File: src/rtl/cc_race_judge.sv
// Race result judge: snapshots the player scores, scans them for the maximum and shows
// the winner (or a tie) glyph on an 8x8 active-low matrix. Optional blinking: CC_RACE_JUDGE_BLINK_EN.
module cc_race_judge #(
  parameter int NUM_P       = 2,
  parameter int SCORE_W     = 6,
  parameter int HOLD_TICKS  = 8,
  parameter int BLINK_TICKS = 2
) (
  input  logic                       CC_RACE_JUDGE_CLOCK_50,
  input  logic                       CC_RACE_JUDGE_RESET_InLow,
  input  logic                       CC_RACE_JUDGE_Start_In,
  input  logic                       CC_RACE_JUDGE_Tick_In,
  input  logic [NUM_P*SCORE_W-1:0]   CC_RACE_JUDGE_Scores_In,
  output logic [7:0]                 CC_RACE_JUDGE_D0_outBus,
  output logic [7:0]                 CC_RACE_JUDGE_D1_outBus,
  output logic [7:0]                 CC_RACE_JUDGE_D2_outBus,
  output logic [7:0]                 CC_RACE_JUDGE_D3_outBus,
  output logic [7:0]                 CC_RACE_JUDGE_D4_outBus,
  output logic [7:0]                 CC_RACE_JUDGE_D5_outBus,
  output logic [7:0]                 CC_RACE_JUDGE_D6_outBus,
  output logic [7:0]                 CC_RACE_JUDGE_D7_outBus,
  output logic [1:0]                 CC_RACE_JUDGE_Winner_Out,
  output logic                       CC_RACE_JUDGE_Tie_Out,
  output logic                       CC_RACE_JUDGE_Busy_Out,
  output logic                       CC_RACE_JUDGE_Done_Out
);

  localparam int CNT_W = $clog2(HOLD_TICKS + 1);
  localparam logic [CNT_W-1:0] HOLD_LAST = CNT_W'(HOLD_TICKS - 1);
  localparam logic [1:0]       LAST_IDX  = 2'(NUM_P - 1);

  if (NUM_P < 2 || NUM_P > 4 || HOLD_TICKS < 1 || BLINK_TICKS < 1) begin : g_cfg_err
    $error("cc_race_judge: illegal parameter combination");
  end

  typedef enum logic [1:0] {
    ST_IDLE,
    ST_SCAN,
    ST_SHOW,
    ST_DONE
  } state_t;

  logic                     clk;
  logic                     rst_n;
  assign clk   = CC_RACE_JUDGE_CLOCK_50;
  assign rst_n = CC_RACE_JUDGE_RESET_InLow;

  state_t                   state_reg;
  logic [NUM_P*SCORE_W-1:0] snap_reg;
  logic [SCORE_W-1:0]       best_reg;
  logic [1:0]               lead_reg;
  logic                     tie_scan_reg;
  logic [1:0]               idx_reg;
  logic [CNT_W-1:0]         tick_cnt_reg;
  logic [1:0]               winner_reg;
  logic                     tie_reg;
  logic                     busy_reg;
  logic                     done_reg;
  logic [63:0]              rows_reg;

`ifdef CC_RACE_JUDGE_BLINK_EN
  localparam int BLINK_W = $clog2(BLINK_TICKS + 1);
  localparam logic [BLINK_W-1:0] BLINK_LAST = BLINK_W'(BLINK_TICKS - 1);
  logic [BLINK_W-1:0]       blink_cnt_reg;
  logic                     blank_reg;
`endif

  // Snapshot viewed as a 4-entry array so the 2-bit scan index never leaves range.
  logic [SCORE_W-1:0] score_arr [4];
  for (genvar gi = 0; gi < 4; gi++) begin : g_score
    if (gi < NUM_P) begin : g_used
      assign score_arr[gi] = snap_reg[gi*SCORE_W +: SCORE_W];
    end else begin : g_unused
      assign score_arr[gi] = '0;
    end
  end

  logic [SCORE_W-1:0] cur_score;
  logic [SCORE_W-1:0] best_next;
  logic [1:0]         lead_next;
  logic               tie_next;

  always_comb begin
    cur_score = score_arr[idx_reg];
    best_next = best_reg;
    lead_next = lead_reg;
    tie_next  = tie_scan_reg;
    if (cur_score > best_reg) begin
      best_next = cur_score;
      lead_next = idx_reg;
      tie_next  = 1'b0;
    end else if (cur_score == best_reg) begin
      tie_next  = 1'b1;
    end
  end

  // Glyphs are drawn active-high (row 0 in the top byte) and inverted for the matrix.
  function automatic logic [63:0] glyph_rows(input logic [1:0] w, input logic t);
    logic [63:0] pat;
    if (t) begin
      pat = 64'h0000_AE49_49AE_0000;
    end else begin
      case (w)
        2'd0:    pat = 64'h0010_3010_1010_7C00;
        2'd1:    pat = 64'h003C_4204_1820_7E00;
        2'd2:    pat = 64'h003C_420C_0242_3C00;
        default: pat = 64'h000C_1424_7E04_0400;
      endcase
    end
    return ~pat;
  endfunction

  always_ff @(posedge clk or negedge rst_n) begin
    if (!rst_n) begin
      state_reg    <= ST_IDLE;
      snap_reg     <= '0;
      best_reg     <= '0;
      lead_reg     <= '0;
      tie_scan_reg <= 1'b0;
      idx_reg      <= '0;
      tick_cnt_reg <= '0;
      winner_reg   <= '0;
      tie_reg      <= 1'b0;
      busy_reg     <= 1'b0;
      done_reg     <= 1'b0;
      rows_reg     <= '1;
`ifdef CC_RACE_JUDGE_BLINK_EN
      blink_cnt_reg <= '0;
      blank_reg     <= 1'b0;
`endif
    end else begin
      case (state_reg)
        ST_IDLE: begin
          if (CC_RACE_JUDGE_Start_In) begin
            snap_reg     <= CC_RACE_JUDGE_Scores_In;
            best_reg     <= CC_RACE_JUDGE_Scores_In[SCORE_W-1:0];
            lead_reg     <= '0;
            tie_scan_reg <= 1'b0;
            idx_reg      <= 2'd1;
            busy_reg     <= 1'b1;
            state_reg    <= ST_SCAN;
          end
        end
        ST_SCAN: begin
          best_reg     <= best_next;
          lead_reg     <= lead_next;
          tie_scan_reg <= tie_next;
          idx_reg      <= idx_reg + 2'd1;
          if (idx_reg == LAST_IDX) begin
            winner_reg   <= lead_next;
            tie_reg      <= tie_next;
            tick_cnt_reg <= '0;
            rows_reg     <= glyph_rows(lead_next, tie_next);
            state_reg    <= ST_SHOW;
`ifdef CC_RACE_JUDGE_BLINK_EN
            blink_cnt_reg <= '0;
            blank_reg     <= 1'b0;
`endif
          end
        end
        ST_SHOW: begin
          if (CC_RACE_JUDGE_Tick_In) begin
            if (tick_cnt_reg == HOLD_LAST) begin
              tick_cnt_reg <= '0;
              rows_reg     <= '1;
              done_reg     <= 1'b1;
              state_reg    <= ST_DONE;
            end else begin
              tick_cnt_reg <= tick_cnt_reg + CNT_W'(1);
`ifdef CC_RACE_JUDGE_BLINK_EN
              // Each blink half-period ends by flipping between glyph and blank.
              if (blink_cnt_reg == BLINK_LAST) begin
                blink_cnt_reg <= '0;
                blank_reg     <= ~blank_reg;
                rows_reg      <= blank_reg ? glyph_rows(winner_reg, tie_reg) : '1;
              end else begin
                blink_cnt_reg <= blink_cnt_reg + BLINK_W'(1);
              end
`endif
            end
          end
        end
        ST_DONE: begin
          done_reg  <= 1'b0;
          busy_reg  <= 1'b0;
          state_reg <= ST_IDLE;
        end
        default: begin
          state_reg <= ST_IDLE;
        end
      endcase
    end
  end

  assign CC_RACE_JUDGE_D0_outBus  = rows_reg[63:56];
  assign CC_RACE_JUDGE_D1_outBus  = rows_reg[55:48];
  assign CC_RACE_JUDGE_D2_outBus  = rows_reg[47:40];
  assign CC_RACE_JUDGE_D3_outBus  = rows_reg[39:32];
  assign CC_RACE_JUDGE_D4_outBus  = rows_reg[31:24];
  assign CC_RACE_JUDGE_D5_outBus  = rows_reg[23:16];
  assign CC_RACE_JUDGE_D6_outBus  = rows_reg[15:8];
  assign CC_RACE_JUDGE_D7_outBus  = rows_reg[7:0];
  assign CC_RACE_JUDGE_Winner_Out = winner_reg;
  assign CC_RACE_JUDGE_Tie_Out    = tie_reg;
  assign CC_RACE_JUDGE_Busy_Out   = busy_reg;
  assign CC_RACE_JUDGE_Done_Out   = done_reg;

endmodule

File: config.mk
export PLATFORM = sky130hd
export DESIGN_NAME = cc_race_judge
export DESIGN_NICKNAME = d
export VERILOG_FILES = /design/src/rtl/cc_race_judge.sv
export SDC_FILE = /design/constraint.sdc
export NUM_CORES = 1
export LEC_CHECK = 0
export CAP_MARGIN = 5
export CORE_UTILIZATION = 44
export DETAILED_ROUTE_END_ITERATION = 7
export PLACE_DENSITY = 0.84
export SETUP_SLACK_MARGIN = 0.05
export SYNTH_ARGS = -nofsm -noshare
export SYNTH_HDL_FRONTEND = slang
export SYNTH_SLANG_ARGS = --single-unit
File: constraint.sdc
create_clock -name CC_RACE_JUDGE_CLOCK_50 -period 3 [get_ports CC_RACE_JUDGE_CLOCK_50]
set_input_delay 0.45 -clock CC_RACE_JUDGE_CLOCK_50 [delete_from_list [all_inputs] [get_ports CC_RACE_JUDGE_CLOCK_50]]
set_output_delay 0.45 -clock CC_RACE_JUDGE_CLOCK_50 [all_outputs]
set_load 0.005 [all_outputs]
==> impl_metrics.csv <==
group,metric,value,unit
floorplan,pin_count,85,
cts,clock-sinks,53,
yosys,synth_compound_area_share,17.0,%
cts,cts_max_path_buffers,2,
setup_path,cp_max_fo,7,
placed_design,post-place-ws,-0.0380,ns
sta,slew_violations,0,
placed_design,gp_congestion,0.881,
grt,grt_pass1_wl,9.84,mm
yosys,yosys.area.top_type,"dfrtp_1",
floorplan,die_h,85.9,um
layout,drive_gt1_share,20.5,%
setup_path,startpoint_type,"flop",
setup_path,reg2reg_slack,0.12,ns
sta,fin_tns_setup,0,ns
layout,syn_to_final_growth,19.8,%
power,powerDensity,1130,nW/um^2
yosys,synthArstFlopShare,100,%
layout,final_nets,384,
cts,cts.clk_slew.worst_paths,0.11,ns
grt,grt_usage,17.0,%
detailed_routing,vias_per_cell,5.03,
setup_path,cp_data_arrival_time,3.13,ns
setup_path,cp.required,3.25,ns
setup_path,reg2reg_depth,12,
grt,antenna_found_initial,0,
floorplan,core-area,6790,um^2
yosys,ys_types,42,
yosys,synth.area.mux_share,8.01,%
yosys,synth-seq-cells,53,
yosys,synth_xor_area_share,0,%
yosys,synthAdderAreaFrac,7.28,%
sta,fin_crit_sh,96.2,%
yosys,syn_area,3090,um^2
sta,setup_violations,0,
detailed_routing,drt_iter0_markers,97,
floorplan,dieWidth,85.9,um
floorplan,die_area,7370,um^2
sta,finalClockSkew,0.0149,ns
yosys,synth_ff_type,"dfrtp_1",
cts,cts_tree,"done",
setup_path,critPathTopFamily,"adder cells",
setup_path,critPathKind,"flop to flop",
power,vdd_drop_max,0.512,mV
power,total_power,0.00419,W
yosys,synth_area_leaders,"dfrtp_1 27%, dfstp_2 16%, buf_4 11%",
floorplan,row_count,30,
detailed_routing,drtAntennaViolNets,0,
cts,clkLatencyLatePin,0.32,ns
yosys,yosysWarnings,0,
setup_path,worstPathCellList,"mux2i_2, nor2_1, ha_1, and4_1, o21a_4, o31ai_4, buf_4, mux2i_4, inv_2, ha_4, nor3_2, a21oi_1",
yosys,avgSynthCellArea,10.1,um^2
setup_path,worstReg2RegStart,"idx_reg[0]",
placed_design,port-buffer-count,57,
yosys,netlist_instances,305,
floorplan,initial_core_util,45.5,%
setup_path,slowest_stage,"dfrtp_2",
grt,grt_start_max_net_pins,47,
setup_path,critical_path_depth,12,
sta,worstMarginPinSlew,0.978,ns
layout,largest_register_ffs,19,
yosys,synth.most_common_cell,"buf_4",
yosys,synth_seq_area_share,43.6,%
sta,hold_violations,0,
placed_design,dp_hpwl,4.29,mm
detailed_routing,post_drt_wl_per_cell,13.5,um
detailed_routing,drt_wl_total,6.04,mm
cts,cts_hold_buf,0,
grt,grt_pass1_vias,2161,
cts,h-tree-depth,2,
setup_path,end_kind,"flop",
sta,worst_hold_slack,0.281,ns
detailed_routing,first_pass_iters,4,
setup_path,max_stage_delay,0.50,ns
setup_path,path_buf_inv,2,
yosys,ys_top_cells_by_count,"47 x buf_4, 34 x dfrtp_1, 26 x nor2_1",
yosys,synth-edff-count,0,
power,power_leakage,1.61,nW
hold_path,worst_hold_path_type,"input pin to async pin",
sta,layout_min_cycle_time,2.88,ns
detailed_routing,dr_total_vias,2247,
yosys,synthSimpleGateAreaFrac,9.18,%
setup_path,r2r_end,"rows_reg[44]",
run,maxCapViolCount,0,
sta,rsz0062_at_grt,"true",
yosys,synth_top_family_by_area,"compound AO/OA/AOI/OAI gates",
outcome,status,"finished clean",
grt,overflow,0,
layout,antenna_cells,0,
cts,cts_root_buf,"clkbuf_8",
sta,relSlewSlack,34.8,%
detailed_routing,drc_errors,0,
cts,cts_made_buffers,5,
layout,finish.instance_area,3710,um^2
sta,fmax,347,MHz
sta,fin_ws,0.115,ns
yosys,synth_top_area_share,27.5,%
placed_design,placed_cell_area,3560,um^2
==> per-stage QoR <==
stage,util (%),std cells
6_report,54.5,447
5_1_grt,54.5,447
4_1_cts,53.7,443
3_5_place_dp,52.3,435
3_3_place_gp,52.3,435
2_1_floorplan,-,331
==> cell usage in the layout (no fill, tap or decap), types with 3 or more instances in the layout <==
cell             Yosys  final
mux2i_1              9      6
mux2_2              14     14
nor3_1               5      4
buf_4               47     12
clkbuf_8             0      5
ha_1                18     17
a22o_1               5      5
o21a_1               6      6
clkdlybuf4s50_1      0     56
conb_1               1     27
o21ai_1              2      5
a21oi_1             11     10
nand2_1             12     12
dfstp_2             19     19
inv_1               15     13
o21ai_0             21     18
a31oi_1              8      8
nor2b_1              3      3
a2bb2oi_1            5      5
a21oi_2              2      3
inv_2                1      3
nand2b_1             3      3
dfrtp_1             34     33
nor2_1              26     26
o22ai_1              5      5
==> final cells by class <==
class | count | area [um^2]
well taps | 96 | 120
flip-flops and latches | 53 | 1350
clock buffers | 5 | 68.8
inverters | 16 | 60.1
multi-input cells | 205 | 1430
repair buffers | 69 | 656
fillers | 612 | 3090
clock inverters | 3 | 25.0
==> how the worst max path moves through the flow <==
| stage | from | endpoint | slack, ns |
|---|---|---|---|
| floorplan | idx_reg[0] | rows_reg[41] | 0.06 |
| global placement | idx_reg[0] | rows_reg[41] | 0.14 |
| detailed placement | idx_reg[0] | rows_reg[41] | -0.04 |
| CTS | idx_reg[0] | rows_reg[41] | 0.06 |
| global route | idx_reg[0] | rows_reg[28] | -0.02 |
| finish | idx_reg[0] | rows_reg[44] | 0.12 |
==> per-layer routing <==
layer | global-route usage [%] | share of wire [%]
met3 | 3.56 | 4.5
met5 | 0 | 0
met1 | 20.9 | 45
met4 | 6.21 | 1.1
met2 | 29.4 | 49
==> logic make-up after synthesis <==
group / count (synthesis)
mux: 23
fa+ha+maj: 18
flops: 53
other cells: 1
buf+inv: 73
simple gates: 60
compound gates: 77
==> power by group <==
group,internal (W),switching (W)
combinational,0.00124,0.00121
sequential,0.00109,0.000227
clock,0.000169,0.000255
total,0.00250,0.00170
==> repair_timing <==
action | 4_1_cts | 5_1_grt
gates cloned | 0 | 0
gates resized for setup | 1 | 9
pin swaps | 0 | 2
buffers inserted | 0 | 4
endpoints found under the setup margin | 4 | 10
(Power assumes the default switching activity.)
==> RTL change, RTL diff (same settings) <==
Re-encode `state_t` (4 states) as Gray code, 2 bits wide.
--- a/src/rtl/cc_race_judge.sv
+++ b/src/rtl/cc_race_judge.sv
@@ -35,8 +35,8 @@
 
   typedef enum logic [1:0] {
-    ST_IDLE,
-    ST_SCAN,
-    ST_SHOW,
-    ST_DONE
+    ST_IDLE = 2'b00,
+    ST_SCAN = 2'b01,
+    ST_SHOW = 2'b11,
+    ST_DONE = 2'b10
   } state_t;
 
Check against the original RTL: no difference found for any inputs over 10 cycles, from zero or initial values and one cycle with CC_RACE_JUDGE_RESET_InLow low; not proved beyond that.
==> RTL change against the original RTL <==
  * Routed wire length fell by 8.3%
  * Worst hold slack got worse by 220 ps
  * Worst setup slack improved by 250 ps
  * Area after synthesis fell by 5.3%
  * Sequential cell count did not move
  * Design area fell by 6.1%
  * Count of clock-buffer cells in the layout did not move
  * Power fell by 7.9%
  * Clock skew fell by 8.3 ps
  * Global-route usage fell by 0.38 points
  * Sequential share of layout area rose by 2.4 points
  * Non-clock buffer count fell by 4
==> RTL change: results (changes against the original RTL) <==
outcome=finished clean; fraction of area in multi-input gates=35.1% (-3.3 points); fraction of area in registers=38.8% (+2.4 points); total power of the final layout=3.86 mW (-7.9%); GR Layer Usage met3=3.56% (about the same); Iter 0 DRT Violations=56 (-42%); Non-clock buffer share=18.0% (+0.29 points); routability congestion estimate from global placement=0.827 (-6.1%); worst reg2reg path endpoint=rows_reg[41]; placed instance count=416 (-4.4%); total routing usage reported by global routing=16.6% (-0.38 points); fill count=581 (-5.1%); maximum number of pins on one net before global-route repair=36 (-23%); final setup skew=6.62 ps (-8.29 ps); number of ordinary inverters in the final layout=13 (-3); pre-CTS WS=220 ps (+258 ps); met1 Track Usage GR=21.5% (+0.60 points); number of global-route vias before repair=2047 (-5.3%); synth top area cells=dfrtp_1, dfstp_2, buf_4; global-route wire length before repair=9.56 mm (-2.8%); relative slew slack=56.7% (+22 points); layout net count=378 (-1.6%); sequential share of the synthesized area=46.1% (+2.4 points); total wire length after detailed routing=5.54 mm (-8.3%); final clock period utilization by the worst path=87.9% (-8.3 points); Post-Route Utilization=54.5% (-0.082 points); reg2reg setup slack=360 ps (+250 ps); detailed placer's ending HPWL=4.10 mm (-4.3%); combinational power=1.94 mW (-21%); smallest hold slack=58.2 ps (-223 ps); fraction of layout instances using a drive strength above 1=15.5% (-5.0 points); Clock Network Area Fraction=3.85% (+1.3 points); nonclk buf count=65 (-5.8%)
RTL change: changes by cell type after synthesis, sizes merged, moves of 4 or more:
cell     change
o21ai       -11
o21a         -7
nand2       +35
o22a         +4
a22o         -5
mux2        -12
a2bb2oi      -5
ha           -4
nor2         +8
RTL change: cell families (layout without fill, tap and decap cells):
family	count (synthesis)	after routing	share of synthesized area, %
fa+ha+maj	14	14	5.98
other cells	1	27	0.128
simple gates	105	105	15.6
mux	11	11	3.97
buf+inv	70	86	15.5
compound gates	53	53	12.7
flops	53	53	46.1
RTL change: critical path, stage by stage (launching register included):
cell	delay [ps]
dfrtp_2	480
buf_4	180
mux2_2	210
nand2_1	60
ha_1	280
nand2_1	60
or2_4	260
o21ai_2	110
mux2i_1	280
inv_1	90
ha_1	340
nand3b_1	170
nand2_1	60
RTL change: layer usage:
metal	part of all wire, %	up-vias
met3	6.0	9
met2	48	83
met5	0	-
li1	-	1030
met4	1.4	0
met1	45	981
